File: config.mk
export PLATFORM = sky130hd
export DESIGN_NAME = ibex_rvfi_trace_buffer
export DESIGN_NICKNAME = d
export VERILOG_FILES = /design/src/rtl/ibex_rvfi_trace_buffer.sv
export SDC_FILE = /design/constraint.sdc
export NUM_CORES = 1
export LEC_CHECK = 0
export CAP_MARGIN = 15
export CORE_ASPECT_RATIO = 0.75
export CORE_UTILIZATION = 28
export DETAILED_ROUTE_END_ITERATION = 7
export PLACE_DENSITY = 0.44
export SETUP_SLACK_MARGIN = 0.3
export SYNTH_ARGS = -nofsm -noshare
export SYNTH_HDL_FRONTEND = slang
export SYNTH_SLANG_ARGS = --single-unit
File: constraint.sdc
create_clock -name clk_i -period 35.7 [get_ports clk_i]
set_clock_uncertainty 0.15 [all_clocks]
set_input_delay 8.925 -clock clk_i [delete_from_list [all_inputs] [get_ports clk_i]]
set_output_delay 8.925 -clock clk_i [all_outputs]
set_load 0.02 [all_outputs]
File: src/rtl/ibex_rvfi_trace_buffer.sv
// ibex_rvfi_trace_buffer
//   Retirement-trace capture buffer fed from the RVFI retirement port. Keeps
//   the last Depth retired records in a circular memory. When the buffer is
//   full it either overwrites the oldest record (wrap mode) or discards the
//   new one. An optional PC-match trigger freezes capture PostTrig records
//   after the matching retirement. Records are drained through a valid/ready
//   read port.
//
// Ports
//   clk_i, rst_i            clock, asynchronous active-high reset
//   arm_i, clear_i          control pulses (arm capture / flush everything)
//   wrap_mode_i             1 = overwrite oldest when full, 0 = drop new
//   trig_en_i, trig_pc_i    PC-match trigger enable and address
//   rvfi_*                  retirement record inputs
//   rd_valid_o/rd_ready_i   read handshake, rd_record_o is the head entry
//                           {trap, intr, rd_addr, pc, insn, rd_wdata}
//   count_o, drop_cnt_o     occupancy and saturating lost-record count
//   state_o, triggered_o    0 IDLE, 1 ARMED, 2 POST, 3 FROZEN; trigger seen
module ibex_rvfi_trace_buffer #(
  parameter int unsigned Depth    = 16,
  parameter int unsigned PostTrig = 4,
  parameter int unsigned DropW    = 16
) (
  input  logic                       clk_i,
  input  logic                       rst_i,
  input  logic                       arm_i,
  input  logic                       clear_i,
  input  logic                       wrap_mode_i,
  input  logic                       trig_en_i,
  input  logic [31:0]                trig_pc_i,
  input  logic                       rvfi_valid,
  input  logic [31:0]                rvfi_pc_rdata,
  input  logic [31:0]                rvfi_insn,
  input  logic [4:0]                 rvfi_rd_addr,
  input  logic [31:0]                rvfi_rd_wdata,
  input  logic                       rvfi_trap,
  input  logic                       rvfi_intr,
  output logic                       rd_valid_o,
  input  logic                       rd_ready_i,
  output logic [102:0]               rd_record_o,
  output logic [$clog2(Depth+1)-1:0] count_o,
  output logic [DropW-1:0]           drop_cnt_o,
  output logic [1:0]                 state_o,
  output logic                       triggered_o
);

  localparam int unsigned AW = $clog2(Depth);
  localparam int unsigned CW = $clog2(Depth + 1);
  localparam logic [AW-1:0] PostInit = AW'(PostTrig);

  typedef enum logic [1:0] {
    IDLE   = 2'd0,
    ARMED  = 2'd1,
    POST   = 2'd2,
    FROZEN = 2'd3
  } state_e;

  state_e           r_state;
  logic [AW-1:0]    r_post_cnt;
  logic             r_triggered;
  logic [AW-1:0]    r_wr_ptr;
  logic [AW-1:0]    r_rd_ptr;
  logic [CW-1:0]    r_count;
  logic [DropW-1:0] r_drop;
  logic [102:0]     r_mem [Depth];

  logic [102:0] w_record;
  logic         w_full;
  logic         w_capture;
  logic         w_pop;
  logic         w_lost;
  logic         w_write;
  logic         w_rd_adv;
  logic         w_trig_hit;

  assign w_record   = {rvfi_trap, rvfi_intr, rvfi_rd_addr, rvfi_pc_rdata,
                       rvfi_insn, rvfi_rd_wdata};
  assign w_full     = (r_count == CW'(Depth));
  // clear_i wins over everything, so it masks both capture and pop.
  assign w_capture  = rvfi_valid & ((r_state == ARMED) | (r_state == POST)) & ~clear_i;
  assign w_pop      = (r_count != '0) & rd_ready_i & ~clear_i;
  // A capture into a full buffer with no simultaneous pop loses a record:
  // either the oldest (wrap mode) or the new one (stop mode).
  assign w_lost     = w_capture & w_full & ~w_pop;
  assign w_write    = w_capture & (~w_full | w_pop | wrap_mode_i);
  // The read pointer also moves when wrap mode overwrites the head.
  assign w_rd_adv   = w_pop | (w_lost & wrap_mode_i);
  assign w_trig_hit = w_capture & trig_en_i & (rvfi_pc_rdata == trig_pc_i);

  // Record storage has no reset; rd_record_o is only meaningful while
  // rd_valid_o is high.
  always_ff @(posedge clk_i) begin
    if (w_write) begin
      r_mem[r_wr_ptr] <= w_record;
    end
  end

  // Pointers, occupancy and dropped-record counter. Depth is a power of two,
  // so the pointers wrap naturally.
  always_ff @(posedge clk_i or posedge rst_i) begin
    if (rst_i) begin
      r_wr_ptr <= '0;
      r_rd_ptr <= '0;
      r_count  <= '0;
      r_drop   <= '0;
    end else if (clear_i) begin
      r_wr_ptr <= '0;
      r_rd_ptr <= '0;
      r_count  <= '0;
      r_drop   <= '0;
    end else begin
      if (w_write) begin
        r_wr_ptr <= r_wr_ptr + AW'(1);
      end
      if (w_rd_adv) begin
        r_rd_ptr <= r_rd_ptr + AW'(1);
      end
      if (w_capture & ~w_full & ~w_pop) begin
        r_count <= r_count + CW'(1);
      end else if (w_pop & ~w_capture) begin
        r_count <= r_count - CW'(1);
      end
      if (w_lost & ~(&r_drop)) begin
        r_drop <= r_drop + DropW'(1);
      end
    end
  end

  // Capture-control FSM. Dropped captures still advance the post-trigger
  // countdown, since they are still retirements after the trigger.
  always_ff @(posedge clk_i or posedge rst_i) begin
    if (rst_i) begin
      r_state     <= IDLE;
      r_post_cnt  <= '0;
      r_triggered <= 1'b0;
    end else if (clear_i) begin
      r_state     <= IDLE;
      r_post_cnt  <= '0;
      r_triggered <= 1'b0;
    end else begin
      unique case (r_state)
        IDLE: begin
          if (arm_i) begin
            r_state <= ARMED;
          end
        end
        ARMED: begin
          if (w_trig_hit) begin
            r_post_cnt  <= PostInit;
            r_triggered <= 1'b1;
            r_state     <= (PostTrig == 0) ? FROZEN : POST;
          end
        end
        POST: begin
          if (w_capture) begin
            if (r_post_cnt == AW'(1)) begin
              r_state <= FROZEN;
            end
            r_post_cnt <= r_post_cnt - AW'(1);
          end
        end
        FROZEN: begin
          if (arm_i) begin
            r_state     <= ARMED;
            r_triggered <= 1'b0;
          end
        end
        default: begin
          r_state <= IDLE;
        end
      endcase
    end
  end

  assign rd_record_o = r_mem[r_rd_ptr];
  assign rd_valid_o  = (r_count != '0);
  assign count_o     = r_count;
  assign drop_cnt_o  = r_drop;
  assign state_o     = r_state;
  assign triggered_o = r_triggered;

endmodule
==> summary.md <==
| Metric | Value |
|---|---|
| Worst-Margin Slew | 1.14 ns |
| Synth top area share | 75.5% |
| Setup Buffers After CTS | 0 |
| DRC errors left | 0 |
| GP Congestion | 0.700 |
| Setup crit end kind | output pin |
| Placed Area | 72100 um^2 |
| Hold bufs inserted after CTS | 0 |
| Max_slew headroom | 23.5% |
| Fmax | 62.5 MHz |
| Number of synthesized flops with an enable pin | 1648 |
| Non-filler cells, final | 6955 |
| Register area share after synthesis | 76.9% |
| Final #Nets | 3869 |
| DP Cell Count | 6629 |
| Cells after Synth | 3365 |
| Core area | 232000 um^2 |
| Worst skew pair latency | 0.82 ns |
| Clk pin slew, worst setup/hold paths | 0.06 ns |
| Clk buf depth | 3 |
| Post-layout instance area | 77400 um^2 |
| Endpoint required time on the critical path | 26.62 ns |
| Final setup vio count | 0 |
| Slowest cell on crit path | dfrtp_4 |
| Global-route wire length before repair | 265000 um |
| Synth cell types | 57 |
| Synth async-reset ratio | 2.14% |
| Int Power | 3.46 mW |
| Largest net degree at the start of global routing | 120 |
| Number of fill cells | 21900 |
| Routed WL | 187000 um |
| Clk Tree Root Cell | clkbuf_16 |
| Sw Ratio | 25.1% |
| CP top delay family | buffers and inverters |
| Slew Viols, Final | 0 |
| Initial core utilization | 28.2% |
| Vias in the first global route | 34200 |
| CTS Buf Count | 179 |
| Max-Cap Viols | 0 |
| CTS tree | built |
| Cts repair resizes | 0 |
| Syn. warnings | 0 |
| DR iter-0 viols | 2725 |
| DIE WIDTH | 561 um |
| Final Core Density | 33.3% |
| Yosys top cell by area | edfxtp_1 |
| Worst path buffer plus inverter count | 5 |
| # clock sinks | 1684 |
| Worst Setup Start Kind | flop |
| Crit path DAT | 6.92 ns |
| Antenna violations before repair | 25 |
| DR vias | 33200 |
| Crit-path max cell delay | 0.98 ns |
| Die area | 236000 um^2 |
| # rows | 153 |
| Input/output buffers | 270 |
| Area contributors post-synth | edfxtp_1 (76%), mux4_2 (7.1%), mux2i_1 (4.8%) |
| Mapped Nets | 3524 |
| Total grt overflow | 0 |
| Per-cell routed wire length | 26.9 um |
| CP max FO | 119 |
| Worst min-delay path class | flop to flop |
| Fin crit share | 44.8% |
| Maximum VDD drop | 0.0000390 V |
| Sequential power share | 48.2% |
| ANT nets after route | 0 |
| Detail Placement HPWL | 98700 um |
| Critical path type | flop to output pin |
| Layout cells sized above 1 | 17.1% |
| Global-route usage over all layers | 15.7% |
| Leak pwr | 23.6 nW |
| P_sw | 1.16 mW |
| Clock share of power | 37.4% |
| Run status | completed |
| Post-route setup TNS | 0 ns |
| Vias per cell | 4.77 |
| Mapped cell area | 65500 um^2 |
| RSZ-0062 raised after global routing | no |
| Boundary Pins | 271 |
| FF+latch count, synth | 1684 |
| Hold Vio Cnt, Final | 0 |
| Main synth FF type | edfxtp_1 |
| Fin crit period | 16.00 ns |
| Syn avg cell area | 19.5 um^2 |
| Combinational Power Share | 14.4% |
| Critical Path, Cell by Cell | buf_12 > buf_4 > buf_4 > buf_4 > mux2_2 > o21ai_0 > a21oi_1 > o21ai_0 > nand2_1 > clkdlybuf4s50_1 |
| Die height | 421 um |
| P&R area growth vs syn | 18.1% |
| Power per Cell Area | 59.7 nW/um^2 |
| CTS H-tree lvls | 4 |
| Most frequent CP cell | buf_4 |
| Pre-antenna DRT Iters | 7 |
[worst min-delay path, delay by kind of cell, from the launching register on]
kind / cells / cell delay (ns)
simple gates: 1 / 0.06
flops: 1 / 0.38
compound gates: 1 / 0.06
[layout make-up]
cell class,count,area [um^2],share of cell area (%)
Clock inverter,94,632,0.817
Clock buffer,225,4670,6.04
Timing Repair Buffer,345,3320,4.29
Tap cell,3100,3880,5.01
Multi-Input combinational cell,1480,14400,18.6
Sequential cell,1684,50400,65.1
Inverter,20,75.1,0.0970
Antenna cell,7,17.5,0.0226
[path summary, 6_finish.rpt]
| kind | slack [ns] | start | endpoint | depth (start not counted) |
|---|---|---|---|---|
| setup / recovery | 19.70 | r_rd_ptr[0] | rd_record_o[53] | 10 |
| hold / removal | 0.39 | r_post_cnt[1] | r_post_cnt[1] | 2 |
| setup reg to reg | 30.48 | state_o[0] | r_mem[10][45] | 9 |
| hold reg to reg | 0.39 | r_post_cnt[1] | r_post_cnt[1] | 2 |
| max in group asynchronous | 26.56 | rst_i | r_rd_ptr[0] | 3 |
| min in group asynchronous | 8.42 | rst_i | r_rd_ptr[1] | 3 |
[layout by cell type, fill, tap and decap left out, types with 30 or more instances in the layout]
| cell | n |
|---|---|
| edfxtp_1 | 1648 |
| mux2i_1 | 314 |
| clkdlybuf4s50_1 | 270 |
| o21ai_0 | 207 |
| mux4_2 | 206 |
| clkbuf_16 | 180 |
| nand2_1 | 120 |
| a21oi_1 | 112 |
| mux2_2 | 107 |
| a221oi_1 | 103 |
| a22oi_1 | 103 |
| buf_4 | 71 |
| clkbuf_1 | 45 |
| clkinv_1 | 42 |
| nor2_1 | 37 |
| xnor2_1 | 32 |
| dfrtp_1 | 32 |
| clkinv_2 | 30 |
[flip-flops by register name, indices dropped and copies added, names as in the netlist]
signal / cells
drop_cnt_o: 16
r_post_cnt: 4
triggered_o: 1
r_rd_ptr: 4
state_o: 2
count_o: 5
r_wr_ptr: 4
r_mem: 1648
[cell usage after synthesis, types with 32 or more instances]
library cell and number:
mux4_2 206, mux2_2 107, mux2i_1 314, dfrtp_1 36, nand2_1 121, a21oi_1 112
edfxtp_1 1648, clkbuf_1 98, o21ai_0 207, nor2_1 40, a221oi_1 103, xnor2_1 32
a22oi_1 103, buf_2 69
[cell families (layout without fill, tap and decap cells)]
| kind of cell | count (synthesis) | count (layout) | synth area share, % |
|---|---|---|---|
| compound gates | 547 | 547 | 5.31 |
| xor+xnor | 49 | 49 | 0.655 |
| fa+ha+maj | 16 | 16 | 0.317 |
| buf+inv | 201 | 684 | 1.32 |
| flops | 1684 | 1684 | 76.9 |
| mux | 627 | 627 | 13.7 |
| other cells | 0 | 7 | 0 |
| simple gates | 241 | 241 | 1.78 |
[per-stage QoR]
stage	worst slack, ns	power (mW)	hold WS (ns)
finish	19.70	4.62	0.391
global route	19.22	4.80	0.428
CTS	19.55	4.69	0.396
detailed placement	20.48	2.95	0.390
global placement	20.44	2.95	0.375
floorplan	14.57	2.70	0.357
[per-layer routing]
metal	GRT usage, %	share of wire (%)	vias up
li1	-	-	14500
met1	22.6	47	17700
met2	25.0	47	695
met3	2.69	4.3	213
met4	2.85	1.4	10
met5	0	0.032	-
[power groups by stage]
stage | combinational, mW | sequential (mW) | clock (mW)
finish | 0.665 | 2.23 | 1.73
global route | 0.717 | 2.23 | 1.85
CTS | 0.684 | 2.23 | 1.78
detailed placement | 0.681 | 2.27 | 0
global placement | 0.680 | 2.27 | 0
floorplan | 0.428 | 2.27 | 0
Power figures use the tool's default switching activity.
